File: src/rtl/seg7_scan_driver.sv
// Time-multiplexed common-anode 7-segment scan driver with shadowed display data.
// Latency: load visible on pins one clock after capture; all outputs registered (1 cycle after cnt/idx/shadow).
// Backpressure: none; free-running scan, load accepted on any cycle.
//
// Ports:
//   clk, rst      single clock domain, asynchronous active-high reset
//   value_in      packed hex nibbles, nibble i = bits [4i+3:4i], digit 0 least significant
//   load          capture value_in/dp_in/digit_en/lz_blank into the shadow registers
//   dp_in         per-digit decimal point request
//   digit_en      per-digit enable (0 keeps the digit dark)
//   lz_blank      leading-zero suppression enable
//   seg_out       segment drive, bit 6 = a ... bit 0 = g
//   dp_out        decimal point drive
//   an_out        anode select, one-hot when lit, all off otherwise
//   slot_strobe   one-cycle pulse when the digit index advances
//
// Legal parameters: NUM_DIGITS 1..8, SCAN_DIV >= 2, 0 <= GUARD < SCAN_DIV.
// ACTIVE_LOW=1 inverts seg_out, dp_out and an_out at the pins.

module seg7_scan_driver #(
  parameter int NUM_DIGITS = 4,
  parameter int SCAN_DIV   = 100000,
  parameter int GUARD      = 1000,
  parameter int ACTIVE_LOW = 1
) (
  input  logic                    clk,
  input  logic                    rst,
  input  logic [4*NUM_DIGITS-1:0] value_in,
  input  logic                    load,
  input  logic [NUM_DIGITS-1:0]   dp_in,
  input  logic [NUM_DIGITS-1:0]   digit_en,
  input  logic                    lz_blank,
  output logic [6:0]              seg_out,
  output logic                    dp_out,
  output logic [NUM_DIGITS-1:0]   an_out,
  output logic                    slot_strobe
);

  // ---------------------------------------------------------------------------
  // Derived constants
  // ---------------------------------------------------------------------------
  localparam int CNT_W = $clog2(SCAN_DIV);
  // A single-digit display still needs a 1-bit index register.
  localparam int IDX_W = (NUM_DIGITS > 1) ? $clog2(NUM_DIGITS) : 1;

  localparam logic [CNT_W-1:0] CNT_LAST = CNT_W'(SCAN_DIV - 1);
  localparam logic [IDX_W-1:0] IDX_LAST = IDX_W'(NUM_DIGITS - 1);

  // Pin polarity: XOR mask applied to the active-high internal form.
  localparam logic                  POL     = (ACTIVE_LOW != 0);
  localparam logic [6:0]            SEG_OFF = {7{POL}};
  localparam logic [NUM_DIGITS-1:0] AN_OFF  = {NUM_DIGITS{POL}};

  // ---------------------------------------------------------------------------
  // Segment map, active-high, bit 6 = a ... bit 0 = g
  // ---------------------------------------------------------------------------
  function automatic logic [6:0] seg_map(input logic [3:0] nib);
    logic [6:0] s;
    case (nib)
      4'h0:    s = 7'h7E;
      4'h1:    s = 7'h30;
      4'h2:    s = 7'h6D;
      4'h3:    s = 7'h79;
      4'h4:    s = 7'h33;
      4'h5:    s = 7'h5B;
      4'h6:    s = 7'h5F;
      4'h7:    s = 7'h70;
      4'h8:    s = 7'h7F;
      4'h9:    s = 7'h7B;
      4'hA:    s = 7'h77;
      4'hB:    s = 7'h1F;
      4'hC:    s = 7'h4E;
      4'hD:    s = 7'h3D;
      4'hE:    s = 7'h4F;
      default: s = 7'h47;
    endcase
    return s;
  endfunction

  // ---------------------------------------------------------------------------
  // State
  // ---------------------------------------------------------------------------
  logic [CNT_W-1:0]        cnt_q,    cnt_d;
  logic [IDX_W-1:0]        idx_q,    idx_d;
  logic [4*NUM_DIGITS-1:0] value_q,  value_d;
  logic [NUM_DIGITS-1:0]   dp_q,     dp_d;
  logic [NUM_DIGITS-1:0]   en_q,     en_d;
  logic                    lzb_q,    lzb_d;

  logic [6:0]              seg_q,    seg_d;
  logic                    dpo_q,    dpo_d;
  logic [NUM_DIGITS-1:0]   an_q,     an_d;
  logic                    strobe_q, strobe_d;

  // ---------------------------------------------------------------------------
  // Scan counter and digit index
  // ---------------------------------------------------------------------------
  logic cnt_wrap;

  always_comb begin
    cnt_wrap = (cnt_q == CNT_LAST);
    cnt_d    = cnt_wrap ? '0 : cnt_q + CNT_W'(1);
    idx_d    = idx_q;
    if (cnt_wrap) begin
      idx_d = (idx_q == IDX_LAST) ? '0 : idx_q + IDX_W'(1);
    end
  end

  // ---------------------------------------------------------------------------
  // Shadow registers: only load updates them
  // ---------------------------------------------------------------------------
  always_comb begin
    value_d = value_q;
    dp_d    = dp_q;
    en_d    = en_q;
    lzb_d   = lzb_q;
    if (load) begin
      value_d = value_in;
      dp_d    = dp_in;
      en_d    = digit_en;
      lzb_d   = lz_blank;
    end
  end

  // ---------------------------------------------------------------------------
  // Anti-ghosting guard: anodes stay off for the first GUARD cycles of a slot.
  // With GUARD=0 there is no guard window at all.
  // ---------------------------------------------------------------------------
  logic in_guard;

  if (GUARD > 0) begin : g_guard
    localparam logic [CNT_W-1:0] GUARD_CNT = CNT_W'(GUARD);
    assign in_guard = (cnt_q < GUARD_CNT);
  end else begin : g_no_guard
    assign in_guard = 1'b0;
  end

  // ---------------------------------------------------------------------------
  // Leading-zero suppression: digit i is dark when it and every digit above it
  // are zero. Digit 0 is exempt so a zero value still shows one "0".
  // ---------------------------------------------------------------------------
  logic                  zero_above;
  logic [NUM_DIGITS-1:0] supp;

  always_comb begin
    zero_above = 1'b1;
    supp       = '0;
    for (int i = NUM_DIGITS - 1; i >= 0; i--) begin
      zero_above = zero_above && (value_q[4*i +: 4] == 4'h0);
      if (i != 0) begin
        supp[i] = lzb_q && zero_above;
      end
    end
  end

  // ---------------------------------------------------------------------------
  // Current-digit select: decode idx into nibble, dp, enable and anode bit
  // ---------------------------------------------------------------------------
  logic [3:0]            cur_nib;
  logic                  cur_dp;
  logic                  cur_en;
  logic                  cur_supp;
  logic [NUM_DIGITS-1:0] an_sel;

  always_comb begin
    cur_nib  = 4'h0;
    cur_dp   = 1'b0;
    cur_en   = 1'b0;
    cur_supp = 1'b0;
    an_sel   = '0;
    for (int i = 0; i < NUM_DIGITS; i++) begin
      if (idx_q == IDX_W'(i)) begin
        cur_nib   = value_q[4*i +: 4];
        cur_dp    = dp_q[i];
        cur_en    = en_q[i];
        cur_supp  = supp[i];
        an_sel[i] = 1'b1;
      end
    end
  end

  // ---------------------------------------------------------------------------
  // Output next-state: a dark digit (guard, disabled, suppressed) drives
  // everything off, decimal point included.
  // ---------------------------------------------------------------------------
  logic lit;

  always_comb begin
    lit      = !in_guard && cur_en && !cur_supp;
    seg_d    = SEG_OFF;
    dpo_d    = POL;
    an_d     = AN_OFF;
    strobe_d = cnt_wrap;
    if (lit) begin
      seg_d = seg_map(cur_nib) ^ SEG_OFF;
      dpo_d = cur_dp ^ POL;
      an_d  = an_sel ^ AN_OFF;
    end
  end

  // ---------------------------------------------------------------------------
  // Registers
  // ---------------------------------------------------------------------------
  always_ff @(posedge clk or posedge rst) begin
    if (rst) begin
      cnt_q    <= '0;
      idx_q    <= '0;
      value_q  <= '0;
      dp_q     <= '0;
      en_q     <= '0;
      lzb_q    <= 1'b0;
      seg_q    <= SEG_OFF;
      dpo_q    <= POL;
      an_q     <= AN_OFF;
      strobe_q <= 1'b0;
    end else begin
      cnt_q    <= cnt_d;
      idx_q    <= idx_d;
      value_q  <= value_d;
      dp_q     <= dp_d;
      en_q     <= en_d;
      lzb_q    <= lzb_d;
      seg_q    <= seg_d;
      dpo_q    <= dpo_d;
      an_q     <= an_d;
      strobe_q <= strobe_d;
    end
  end

  assign seg_out     = seg_q;
  assign dp_out      = dpo_q;
  assign an_out      = an_q;
  assign slot_strobe = strobe_q;

endmodule

File: config.mk
export PLATFORM = sky130hd
export DESIGN_NAME = seg7_scan_driver
export DESIGN_NICKNAME = d
export VERILOG_FILES = /design/src/rtl/seg7_scan_driver.sv
export SDC_FILE = /design/constraint.sdc
export NUM_CORES = 1
export LEC_CHECK = 0
export CAP_MARGIN = 30
export CORE_ASPECT_RATIO = 1.5
export CORE_UTILIZATION = 56
export CTS_BUF_LIST = sky130_fd_sc_hd__clkbuf_8
export DETAILED_ROUTE_END_ITERATION = 12
export PLACE_DENSITY = 0.82
export SETUP_SLACK_MARGIN = 0.2
export SKIP_LAST_GASP = 1
export SLEW_MARGIN = 20
export SYNTH_ARGS = -nofsm -noshare
export SYNTH_HDL_FRONTEND = slang
export SYNTH_SLANG_ARGS = --single-unit
File: constraint.sdc
create_clock -name clk -period 6.67 [get_ports clk]
set_input_delay 1.334 -clock clk [delete_from_list [all_inputs] [get_ports clk]]
set_output_delay 1.334 -clock clk [all_outputs]
set_load 0.01 [all_outputs]
# [After elaboration in Yosys (flattened, before gate mapping)]
# Memory sizes are Yosys's and may differ from the RTL's.
# Cells that the tools add are included.
# Widths: inputs -> output; s select.
[totals] ff_bits=57 mem_bits_ro=112 input_bits=28 mem_count=1
[memory_table] name="(no name shown)" depth=16 word_bits=7 read_ports=1 rd_ports_with_merged_regs=0 wr=0 line_no="59" text="case (nib)"
[classes] add_sub_neg=2 magnitude_cmp=1 n_eq_ne=4 n_mux=25 bitwise_logic=3 reduce_logical=13
[op_table] operator="$mux 4" count=5
[op_table] operator="$add 17x1->17 const B" count=1
[op_table] operator="$eq 17x17->1 const B" count=1
[op_table] operator="$lt 17x10->1 const B" count=1
[op_table] operator="$mux 17" count=1
[op_table] operator="$mux 1" count=16
[op_table] operator="$mux 7" count=2
[op_table] operator="$logic_not 4->1" count=3
[op_table] operator="$logic_and 1x1->1" count=7
[op_table] operator="$not 7->7" count=1
[op_table] operator="$eq 2x2->1 const B" count=2
[op_table] operator="$not 4->4" count=1
[op_table] operator="$add 2x1->2 const B" count=1
[op_table] operator="$eq 2x1->1 const B" count=1
[op_table] operator="$logic_not 1->1" count=2
[op_table] operator="$logic_not 2->1" count=1
[op_table] operator="$mux 2" count=1
[op_table] operator="$not 1->1" count=1

# [Depth between registers and ports, before layout]
# Gate-level depths: netlist of the first run.
[logic_depth] ltp_word=12 ltp_mapped=11 ltp_nobuf=10

# [Worst setup path after synthesis of the first run]
# OpenSTA, ideal clock, no wires.
[synth_timing] kind="input to register" start="input load" end="register value_q[3]" setup_ns=0.125 arrival_ns=2.302 slack_ns=4.243 cell_stages=3 path_buffers=2 cell_sequence="clkbuf_1 > buf_1 > mux2_2"
[synth_lines] element="from (decl)" line_no="29" text="input logic load,"
[synth_lines] element="to (signal assigned)" line_no="219" text="value_q <= value_d;"
[synth_lines] element="to (decl)" line_no="85" text="logic [4*NUM_DIGITS-1:0] value_q, value_d;"
# No word-level cell between the ends.

# [Worst setup path after layout of the first run]
[layout_timing] start="register idx_q[1]" end="register seg_q[3] (netlist: seg_out[3])"
[layout_between] elab_chain_len=9 elab_cells_between_ends=22 classes_between="eq/ne: 3; mux: 13; bitwise: 1; reduce/logical: 4; memory: 1"
[layout_lines] element="from (decl)" line_no="84" text="logic [IDX_W-1:0] idx_q, idx_d;"
[layout_lines] element="from (signal assigned)" line_no="218" text="idx_q <= idx_d;"
[layout_lines] element="$logic_not 2->1" line_no="172" text="if (idx_q == IDX_W'(i)) begin"
[layout_lines] element="$mux 4 (4 in a row)" line_no="172"
[layout_lines] element="$mem_v2 16x7"
[layout_lines] element="$mux 7" line_no="194" text="if (lit) begin"
[layout_lines] element="$not 7->7 (no source line)"
[layout_lines] element="$mux 7 *" line_no="194"
[layout_lines] element="named net seg_d[3]" line_no="90" text="logic [6:0] seg_q, seg_d;"
[layout_lines] element="to (signal assigned)" line_no="223" text="seg_q <= seg_d;"
[layout_lines] element="to (decl)" line_no="90"
# Mark *: on every way through the listed nets, which the timed path passes. The rest lies on a longest branch. The select of a mux whose other input is x is not followed.
# A chain may end at the register's enable or synchronous reset.

==> reports/results.tsv, run 1 <==
metric	value	unit
area growth from synthesis to layout	23.81	%
Die Y	87.63	um
total power	0.7679	mW
DRT Wirelength	5644	um
first-pass GRT wire length	9632	um
RD Place Congestion	0.8989	
Core Area	0.004617	mm^2
Post-CTS Resized	0	
Max Slew Vio Count	0	
Clock Sinks	57	
Post-CTS Repair Setup Buffers	0	
Cell Chain, Critical Path	inv_1 -> ha_1 -> a211oi_1 -> a221oi_1 -> inv_1 -> ha_1 -> mux2i_1 -> a22o_1 -> nand2_1	
CP max stage delay	700	ps
hold path startpoint	en_q[3]	
largest family of logic cells by synthesized area	simple AND/OR/NAND/NOR gates	
Worst Max-Slew Pin Slew	872.3	ps
initial antenna violation count	0	
reg-to-reg critical path startpoint	idx_q[1]	
critical path capture point type	register	
die width	59.09	um
Min-Delay Endpoint	an_out[3]	
std cell rows	30	
Compound-Gate Fraction of Synth Area	8.958	%
Rel. slew slack	41.85	%
root buffer cell	clkbuf_8	
Worst Reg-to-Reg Cells	9	
PwrDens	226.6	mW/mm^2
status	finished, final reports clean	
#FFs+latches synth	57	
Synth cell types	43	
H-Tree Depth	3	
Arr. time, crit path	2970	ps
Period minus WS final	2741	ps
initial DRC count	54	
Adder-Cell Fraction of Synth Area	5.027	%
DR DRC count	0	
r2r endpoint	seg_out[3]	
Post-Synthesis Cell Area	0.002738	mm^2
DP HPWL	3981	um
vias per cell	5.669	
register area share after synthesis	52.65	%
hold_buf cts	0	
Worst Path Required	6900	ps
CTS tree	yes	
Avg Cell Area, Syn	11.08	um^2
Mapped Nets	286	
total CTS buffers	9	
layout cells sized above 1	18.64	%
startpoint types	register	
reg2reg setup slack	3930	ps
RSZ-0062 raised after global routing	no	
post-route ant nets	0	
largest net degree at the start of global routing	58	
vias post-DR	2035	
Synth Warn #	0	
gr ovfl total	0	
Crit Path Max Fanout	14	
# diodes	0	
number of detailed-route iterations in the first pass	4	
Worst VDD drop	0.1276	mV
Critical-path top delay cell	a221oi_1	
post-synthesis mux area share	10.15	%
final worst path period share	41.10	%
wire length per cell	15.72	um
Buffers on Ports	40	
initial core utilization	59.30	%
GRT Util Overall	25.55	%
clk_lat worst skew	330	ps
Hold Crit Class	reg2reg	
asr flop ratio synth	100.0	%
number of global-route vias before repair	2127	
CP Class	reg2reg	
clock transition at the registers of the reported paths	60	ps
Layout Nets	329	
Leak Pwr	1.410	nW
Post-synth EDFFs	0	
setup TNS	0	ps
setup violators final	0	
main flop type after synthesis	dfrtp_1	
Syn Inst Count	247	
Hold Crit Depth	1	
max_cap viols	0	
I/O pin cnt	41	
simple-gate portion of the synthesized area	15.86	%
Max Buffers Root-to-Sink	2	
FMAX	364.8	MHz
XOR/XNOR Fraction of Synth Area	4.159	%
Final Hold Vio Count	0	
Die Footprint	0.005178	mm^2
clk_skew	6.132	ps
==> power by group <==
part | leakage (nW) | internal [mW] | switching (mW)
Combinational | 0.613 | 0.0411 | 0.0362
Clock | 0.112 | 0.189 | 0.130
Sequential | 0.685 | 0.361 | 0.0104
Total | 1.41 | 0.591 | 0.177
==> state kept, by name, summed over array words and instances, names as in the netlist <==
register / flops
cnt_q: 17
value_q: 16
seg_out: 7
an_out: 4
dp_q: 4
en_q: 4
idx_q: 2
dp_out: 1
lzb_q: 1
slot_strobe: 1
==> Yosys cell counts (5+ instances only) <==
| library cell | n | area share, % |
|---|---|---|
| nand3_1 | 5 | 0.91 |
| nor2_1 | 12 | 1.6 |
| o21ai_0 | 15 | 2.7 |
| mux2_2 | 22 | 9.0 |
| ha_1 | 11 | 5.0 |
| xor2_1 | 7 | 2.2 |
| buf_2 | 7 | 1.3 |
| nand3b_1 | 5 | 1.4 |
| dfrtp_1 | 45 | 41 |
| nand2_1 | 29 | 4.0 |
| dfstp_2 | 12 | 12 |
| inv_1 | 10 | 1.4 |
| nand4_1 | 5 | 1.1 |
| xnor2_1 | 6 | 1.9 |
| a21oi_1 | 9 | 1.6 |
==> area by class of cell <==
| class | instances | area, um^2 |
|---|---|---|
| Fill cell | 345 | 1227 |
| Sequential cell | 57 | 1441 |
| Multi-Input combinational cell | 170 | 1209 |
| Tap cell | 64 | 80.08 |
| Inverter | 10 | 37.54 |
| Clock inverter | 5 | 47.55 |
| Timing Repair Buffer | 42 | 422.9 |
| Clock buffer | 11 | 151.4 |
==> kinds of logic (layout without fill, tap and decap cells) <==
group / count (synthesis) / after routing
and+or+nand+nor: 83 / 83
buffers and inverters: 20 / 68
adders and majority gates: 11 / 11
DFF: 57 / 57
muxes: 25 / 25
AOI/OAI and AO/OA: 38 / 38
xor gates and xnor gates: 13 / 13
==> worst max-delay path: cells and delay by family (launching register included) <==
family	cells	cell delay [ps]
DFF	1	390
buffers and inverters	2	330
and+or+nand+nor	1	50
adders and majority gates	2	750
muxes	1	140
AOI/OAI and AO/OA	3	990
==> how the worst max path moves through the flow <==
| stage | depth (start not counted) | from | end | slack [ps] |
|---|---|---|---|---|
| global route | 9 | idx_q[1] | seg_out[3] | 3760 |
| detailed placement | 3 | load | value_q[6] | 3870 |
| CTS | 1 | dp_out | dp_out | 3940 |
| finish | 9 | idx_q[1] | seg_out[3] | 3930 |
| floorplan | 1 | rst | cnt_q[0] | 3960 |
| global placement | 2 | load | value_q[6] | 3590 |
==> layout by cell type (no fill, tap or decap), drive strengths merged, types with 6 or more instances in the layout <==
| cell type | instances |
|---|---|
| a21oi | 9 |
| inv | 12 |
| nand4 | 6 |
| o21ai | 15 |
| ha | 11 |
| nand2 | 29 |
| clkbuf | 11 |
| mux2 | 22 |
| dfrtp | 45 |
| xor2 | 7 |
| clkdlybuf4s50 | 40 |
| nor2 | 12 |
| xnor2 | 6 |
| dfstp | 12 |
==> per-stage QoR <==
step | instance area [um^2] | util (%) | setup slack, ps | hold slack (ps) | cells
CTS | 3390 | 73.41 | 3945 | 496.1 | 359
global route | 3390 | 73.41 | 3756 | 511.0 | 359
finish | 3390 | 73.41 | 3929 | 500.7 | 359
global placement | 3176 | 68.78 | 3593 | 473.0 | 342
detailed placement | 3191 | 69.11 | 3871 | 487.0 | 343
floorplan | 2738 | - | 3956 | 419.9 | 247
==> per-layer routing <==
| layer | up-vias | share of wire, % | global-route usage [%] |
|---|---|---|---|
| met4 | 0 | 2.6 | 13.42 |
| met1 | 1023 | 38 | 26.57 |
| met5 | - | 0 | 0 |
| met3 | 14 | 3.3 | 5.908 |
| li1 | 952 | - | - |
| met2 | 46 | 56 | 46.59 |
No activity file was read; power rests on OpenSTA's default activity.
==> run 2: changes to the inputs <==
Clock period 6.67 ns to 2.6 ns, I/O delays scaled along.
==> run 2 against run 1 <==
- final cell count grew 1.4%
- clock skew grew 1.7 ps
- global-route usage about the same
- power grew to 2.7 times the previous value
- utilization rose by 2.2 points
- largest power group unchanged
- via count up 0.54%
- clock-buffer cell count up 3
- sequential cell count unchanged
- first-iteration DRC count grew 44%
- design area increased by 3.0%
- critical path depth is the same
- die area unchanged
==> reports/results.tsv, run 2 (synthesis gave the netlist of run 1 again) <==
metric	value	unit
status	finished, final reports clean	
Top reg by flops	cnt_q	
GRT Util Overall	25.55	%
setup violators final	0	
first-pass GRT wire length	9473	um
CTS tree	yes	
clk_lat worst skew	340	ps
std cell rows	30	
crit path launch	idx_q[0]	
Max Slew Vio Count	0	
post-route ant nets	0	
DP HPWL	4074	um
layout cells sized above 1	23.00	%
Layout Nets	334	
Leak Pwr	1.441	nW
Hold Crit Class	reg2reg	
CP Class	reg2reg	
H-Tree Depth	3	
Cell Chain, Critical Path	inv_2 -> ha_4 -> a211oi_1 -> a221o_2 -> inv_1 -> ha_1 -> or3_1 -> o221ai_1 -> nand2_1	
Post-CTS Repair Setup Buffers	0	
non-filler instance count after layout	364	
Max Buffers Root-to-Sink	2	
DR DRC count	0	
reg-to-reg critical path startpoint	idx_q[0]	
Critical-path top delay cell	dfrtp_1	
Gate power share	9.8	%
initial core utilization	59.30	%
Pint	1.607	mW
gr ovfl total	0	
vias post-DR	2046	
I/O pin cnt	41	
max reg flops	17	
root buffer cell	clkbuf_8	
Worst Path Required	2860	ps
Final Hold Vio Count	0	
max_cap viols	0	
worst slack at placement	209.8	ps
FMAX	452.8	MHz
DRT Wirelength	5695	um
Core Area	0.004617	mm^2
Die Footprint	0.005178	mm^2
area growth from synthesis to layout	27.51	%
Post-Place Cells	348	
RD Place Congestion	0.8767	
Crit Path Max Fanout	13	
PwrDens	589.4	mW/mm^2
startpoint types	register	
number of global-route vias before repair	2104	
Post-CTS Resized	1	
clock transition at the registers of the reported paths	60	ps
critical path capture point type	register	
RSZ-0062 raised after global routing	no	
most common cell after layout, fill and taps aside	dfrtp_1	
Period minus WS final	2208	ps
final worst path period share	84.94	%
wire length per cell	15.65	um
Worst Slack Setup Final	391.6	ps
Sw Pwr	0.4508	mW
Switching Share	21.91	%
power share of the sequential group	46.5	%
Worst VDD drop	0.4503	mV
Arr. time, crit path	2470	ps
most frequent cells in the layout	45 x dfrtp_1, 40 x clkdlybuf4s50_1, 29 x nand2_1	
initial DRC count	78	
vias per cell	5.621	
worst hold slack	489.1	ps
Worst Max-Slew Pin Slew	517.7	ps
fillers	312	
Rel. slew slack	65.22	%
die width	59.09	um
hold_buf cts	0	
Clock power frac	43.7	%
hold path startpoint	cnt_q[0]	
Die Y	87.63	um
total CTS buffers	9	
clk_skew	7.811	ps
# diodes	0	
Clock Sinks	57	
largest net degree at the start of global routing	29	
setup TNS	0	ps
Buffers on Ports	40	
initial antenna violation count	0	
number of detailed-route iterations in the first pass	4	
CP max stage delay	470	ps
run 2: routing by layer:
metal,up-vias,track usage (%),wire length (um)
li1,967,-,-
met1,994,25.49,2077
met2,64,46.69,3195
met3,21,7.681,236
met4,0,12.99,186
met5,-,0,0
run 2: final timing paths:
kind	end	slack, ps	cells past startpoint
hold / removal	cnt_q[0]	490	1
setup reg to reg	seg_out[6]	390	9
min in group asynchronous	cnt_q[8]	500	2
setup / recovery	seg_out[6]	390	9
max in group asynchronous	dp_out	1430	3
hold reg to reg	cnt_q[0]	490	1
run 2: power groups by stage:
stage / logic [mW] / registers (mW) / clock network [mW]
global placement: 0.194 / 0.969 / 0
global route: 0.224 / 0.960 / 0.953
floorplan: 0.128 / 0.958 / 0
CTS: 0.202 / 0.955 / 0.920
finish: 0.201 / 0.957 / 0.900
detailed placement: 0.200 / 0.970 / 0
run 2: area by class of cell:
class                           instances  area [um^2]  share of cell area, %
Clock buffer                           14        192.7                  5.520
Multi-Input combinational cell        170         1252                  35.88
Inverter                               10        37.54                  1.075
Sequential cell                        57         1441                  41.29
Tap cell                               64        80.08                  2.294
Clock inverter                          2        33.78                 0.9677
Timing Repair Buffer                   47        452.9                  12.97
run 2: metrics by stage:
step	total power, mW	instance area (um^2)	utilization, %
after global placement	1.163	3221	69.76
after floorplan	1.086	2738	-
final	2.057	3491	75.61
after detailed placement	1.170	3221	69.76
after global routing	2.137	3491	75.61
after CTS	2.078	3450	74.72
run 2: critical path, delay by kind of cell, from the launching register on:
kind | cells | cell delay (ps)
compound gates | 3 | 560
fa+ha+maj | 2 | 450
buf+inv | 2 | 210
simple gates | 2 | 450
flops | 1 | 470
==> run 3: changes to the inputs <==
Settings changed: CORE_UTILIZATION 56 to 50, PLACE_DENSITY 0.82 to 0.78.
Clock period 2.6 ns to 1.9 ns, I/O delays scaled along.
==> run 3 against run 2 <==
- the flow now finishes with violations (setup timing)
- clock-buffer cell count shrank 4
- routed wire length grew 11%
- sequential share of layout area shrank 3.8 points
- sequential cell count is the same
- fmax grew 7.3%
- critical path depth is the same
==> reports/results.tsv, run 3 (synthesis gave the netlist of run 1 again) <==
metric	value	unit
status	complete, but fails checks	
failing checks	setup timing	
worst slack at placement	-207.4	ps
number of detailed-route iterations in the first pass	4	
Die Y	92.63	um
post-route ant nets	0	
vias per cell	5.548	
DP HPWL	4023	um
cell mode on critical path	ha_4	
Worst Max-Slew Pin Slew	399.2	ps
Buffers on Ports	40	
wire length per cell	16.01	um
Cell Chain, Critical Path	buf_6 -> ha_4 -> a211oi_2 -> a221o_1 -> inv_2 -> ha_4 -> or3_4 -> o221ai_2 -> nand2_1	
metal2 WL	3376	um
Clock Sinks	57	
Clock power frac	36.6	%
Period minus WS final	2059	ps
Finished Core Util	73.92	%
met1 wire length	2395	um
CP Class	reg2reg	
first-pass GRT wire length	10800	um
initial core utilization	52.60	%
setup violators final	7	
layout cells sized above 1	36.81	%
Leak Pwr	1.553	nW
I/O pin cnt	41	
root buffer cell	clkbuf_8	
Final Hold Vio Count	0	
Worst Slack Setup Final	-158.7	ps
Worst Reg-to-Reg Cells	9	
Worst VDD drop	0.5085	mV
number of global-route vias before repair	2268	
Critical-path top delay cell	dfrtp_2	
Worst Path Required	2170	ps
clock transition at the registers of the reported paths	60	ps
DR DRC count	0	
Max Slew Vio Count	0	
std cell rows	32	
FMAX	485.7	MHz
met3 WL	208	um
area growth from synthesis to layout	40.54	%
area of the multi-input gates	0.001404	mm^2
gr ovfl total	0	
largest net degree at the start of global routing	58	
die width	62.42	um
Die Footprint	0.005781	mm^2
# diodes	0	
Gate power share	14.1	%
RSZ-0062 raised after global routing	yes	
crit path launch	idx_q[1]	
PwrDens	691.2	mW/mm^2
Rel. slew slack	73.16	%
Arr. time, crit path	2320	ps
Top reg by flops	cnt_q	
flip-flop and latch area	0.001444	mm^2
GRT Util Overall	24.71	%
critical path capture point type	register	
DRT Wirelength	6306	um
H-Tree Depth	3	
top layer in use	met4	
RD Place Congestion	0.8853	
hold_buf cts	0	
clk_lat worst skew	340	ps
CP max stage delay	450	ps
final worst path period share	108.4	%
initial antenna violation count	0	
vias post-DR	2186	
most frequent cells in the layout	43 x dfrtp_1, 29 x nand2_1, 28 x clkdlybuf4s50_1	
clk_skew	7.698	ps
power share of the sequential group	49.3	%
Sw Pwr	0.6814	mW
max reg flops	17	
fillers	341	
max_cap viols	0	
CTS tree	yes	
reg2reg setup slack	-160	ps
Pint	1.978	mW
Hold Crit Class	in2async	
initial DRC count	109	
most common cell after layout, fill and taps aside	dfrtp_1	
Core Area	0.005205	mm^2
Crit Path Max Fanout	8	
startpoint types	register	
Switching Share	25.63	%
Max Buffers Root-to-Sink	2	
total CTS buffers	9	
Layout Nets	360	
reg-to-reg critical path startpoint	idx_q[1]	
r2r endpoint	seg_out[6]	
==> run 3: cell types whose count changed in the layout (fill, tap and decap cells not counted), sizes merged <==
cell	change
dlygate4sd2	+12
clkinvlp	+1
clkdlybuf4s50	-12
bufinv	-1
clkbuf	-4
inv	-2
buf	+26
clkinv	+6
==> run 3: timing repair <==
action | 4_1_cts | 5_1_grt
pin swaps | 12 | 6
buffers inserted | 8 | 1
gates cloned | 0 | 1
endpoints found under the setup margin | 19 | 21
gates resized for setup | 43 | 16
==> run 3: routing by layer <==
layer	vias up	global-route usage, %
met1	1081	26.49
met2	60	44.38
met4	0	13.18
met3	26	5.788
met5	-	0
li1	1019	-
==> run 3: through the flow <==
step / hold slack [ps] / total power [mW] / setup TNS [ps] / instances / instance area [um^2]
after floorplan: 419.9 / 1.490 / -426.2 / 247 / 2793
final: 457.3 / 2.659 / -668.0 / 394 / 3847
after global placement: 453.7 / 1.619 / -216.6 / 368 / 3401
after detailed placement: 450.6 / 1.629 / -807.9 / 368 / 3401
after CTS: 467.1 / 2.648 / -387.6 / 392 / 3777
after global routing: 493.4 / 2.769 / -1339 / 394 / 3847
==> run 3: critical path: cells and delay by family, from the launching register on <==
kind / cells / cell delay, ps
compound gates: 3 / 510
flops: 1 / 450
simple gates: 2 / 430
fa+ha+maj: 2 / 350
buf+inv: 2 / 220
==> run 3: power groups by stage <==
stage	sequential, mW	combinational (mW)	clock (mW)
after global routing	1.32	0.406	1.05
final	1.31	0.375	0.974
after CTS	1.31	0.357	0.983
after floorplan	1.31	0.178	0
after detailed placement	1.33	0.302	0
after global placement	1.33	0.294	0
==> run 3: area by class of cell <==
cell class              instances  share of cell area (%)
multi-input cells             170                   36.49
flip-flops and latches         57                   37.53
repair buffers                 73                   18.11
well taps                      68                   2.211
clock buffers                  10                   3.577
clock inverters                 6                  0.8780
inverters                      10                   1.203
==> run 3: worst max-delay path by stage <==
stage	to	slack, ps	depth (start not counted)
detailed placement	seg_out[3]	-210	9
finish	seg_out[6]	-160	9
floorplan	seg_out[6]	-170	10
CTS	seg_out[6]	-100	7
global placement	seg_out[3]	-100	9
global route	seg_out[3]	-250	8
==> RTL edit, RTL diff (flow settings as in run 2) <==
Change the parameter `SCAN_DIV` from 100000 to 50000.
--- a/src/rtl/seg7_scan_driver.sv
+++ b/src/rtl/seg7_scan_driver.sv
@@ -19,7 +19,7 @@
 
 module seg7_scan_driver #(
   parameter int NUM_DIGITS = 4,
-  parameter int SCAN_DIV   = 100000,
+  parameter int SCAN_DIV   = 50000,
   parameter int GUARD      = 1000,
   parameter int ACTIVE_LOW = 1
 ) (
Behaviour: same outputs for any inputs over 10 cycles, from zero or initial values and one cycle with rst high; that may be too few to reach the edited logic, so the function may still have changed.
==> RTL edit against run 2 <==
Critical path depth did not move. Worst hold slack lost 11 ps. Sequential share of layout area rose by 1.1 points. Total power down 21%. Wire length shrank 5.8%. Final area down 4.2%. Sequential cell count is 1 lower. Worst setup slack lost 16 ps. Global-route usage down 1.8 points. Synthesized area about the same.
==> RTL edit: results (changes against run 2) <==
- The post-detailed-placement half-perimeter wirelength is 3.99 mm (was 4.07 mm).
- The routed length on met2 is 3.05 mm (was 3.20 mm).
- The area share of xor/xnor cells in the synthesized design is 4.48% (was 4.16%).
- The worst setup timing slack at the placement stage is 272 ps (was 210 ps).
- The power dissipated in sequential cells is 0.938 mW (was 0.957 mW).
- The met3 layer usage reported by global route came to 3.40% (was 7.68%).
- The average size of a mapped cell is 11.0 µm² (was 11.1 µm²).
- The final instance area came to 3340 µm² (was 3490 µm²).
- The peak supply drop is 0.000347 V (was 0.000450 V).
- The violation count after the first detailed-route iteration was 77 (was 78).
- The portion of the post-synthesis area used by sequential elements is 51.7% (was 52.7%).
- The actual transition at the worst max-transition pin is 598 ps (was 518 ps).
- The fraction of area in clock buffers and inverters is 2.81% (was 6.49%).
- The share of cells above drive strength 1 is 19.7% (was 23.0%).
- The switching part of the total was 24.2% (was 21.9%).
- The standby leakage power is 1.38 nW (was 1.44 nW).
- The arrival time at the worst endpoint was 2490 ps (was 2470 ps).
- The H-tree depth is 2 (was 3).
- The fraction of the mapped netlist area in compound gates came to 7.35% (was 8.96%).
- The routed wire length per instance was 15.2 µm (was 15.6 µm).
- The area of all sequential standard cells was 1420 µm² (was 1440 µm²).
- The vias after detailed routing is 1,967 (was 2,046).
- The clock network latency to the later pin of the worst-skew pair was 310 ps (was 340 ps).
- The net switching power is 0.393 mW (was 0.451 mW).
- The maximum number of pins on one net before global-route repair is 35 (was 29).
- The worst clock skew is 11.4 ps (was 7.81 ps).
- The final weighted congestion in routability-driven placement was 0.876 (was 0.877).
- Run status: completed (unchanged).
- The total area of multi-input combinational cells is 1270 µm² (was 1250 µm²).
- The portion of the layout cell area used by non-clock buffers is 13.5% (was 13.0%).
[RTL edit: changes by cell type after synthesis, sizes merged, moves of 2 or more]
cell           run 2  this run
a21oi              9         7
o211a              0         2
nor2              12        19
or3                5         0
a311oi             2         0
clkbuf             1         4
o21ai             15         9
mux2              22        24
nor3               2         5
xnor2              6         8
and4               1         3
buf                9         7
[RTL edit: worst min path at each step]
stage | startpoint | endpoint | slack, ps | cells after the start
final | en_q[3]$_DFFE_PP0P_ | an_out[3]$_DFF_PP1_ | 480 | 1
after global routing | en_q[3]$_DFFE_PP0P_ | an_out[3]$_DFF_PP1_ | 510 | 1
after CTS | en_q[3]$_DFFE_PP0P_ | an_out[3]$_DFF_PP1_ | 480 | 1
after detailed placement | en_q[3]$_DFFE_PP0P_ | an_out[3]$_DFF_PP1_ | 450 | 1
after global placement | en_q[3]$_DFFE_PP0P_ | an_out[3]$_DFF_PP1_ | 450 | 1
after floorplan | en_q[3]$_DFFE_PP0P_ | an_out[3]$_DFF_PP1_ | 410 | 1
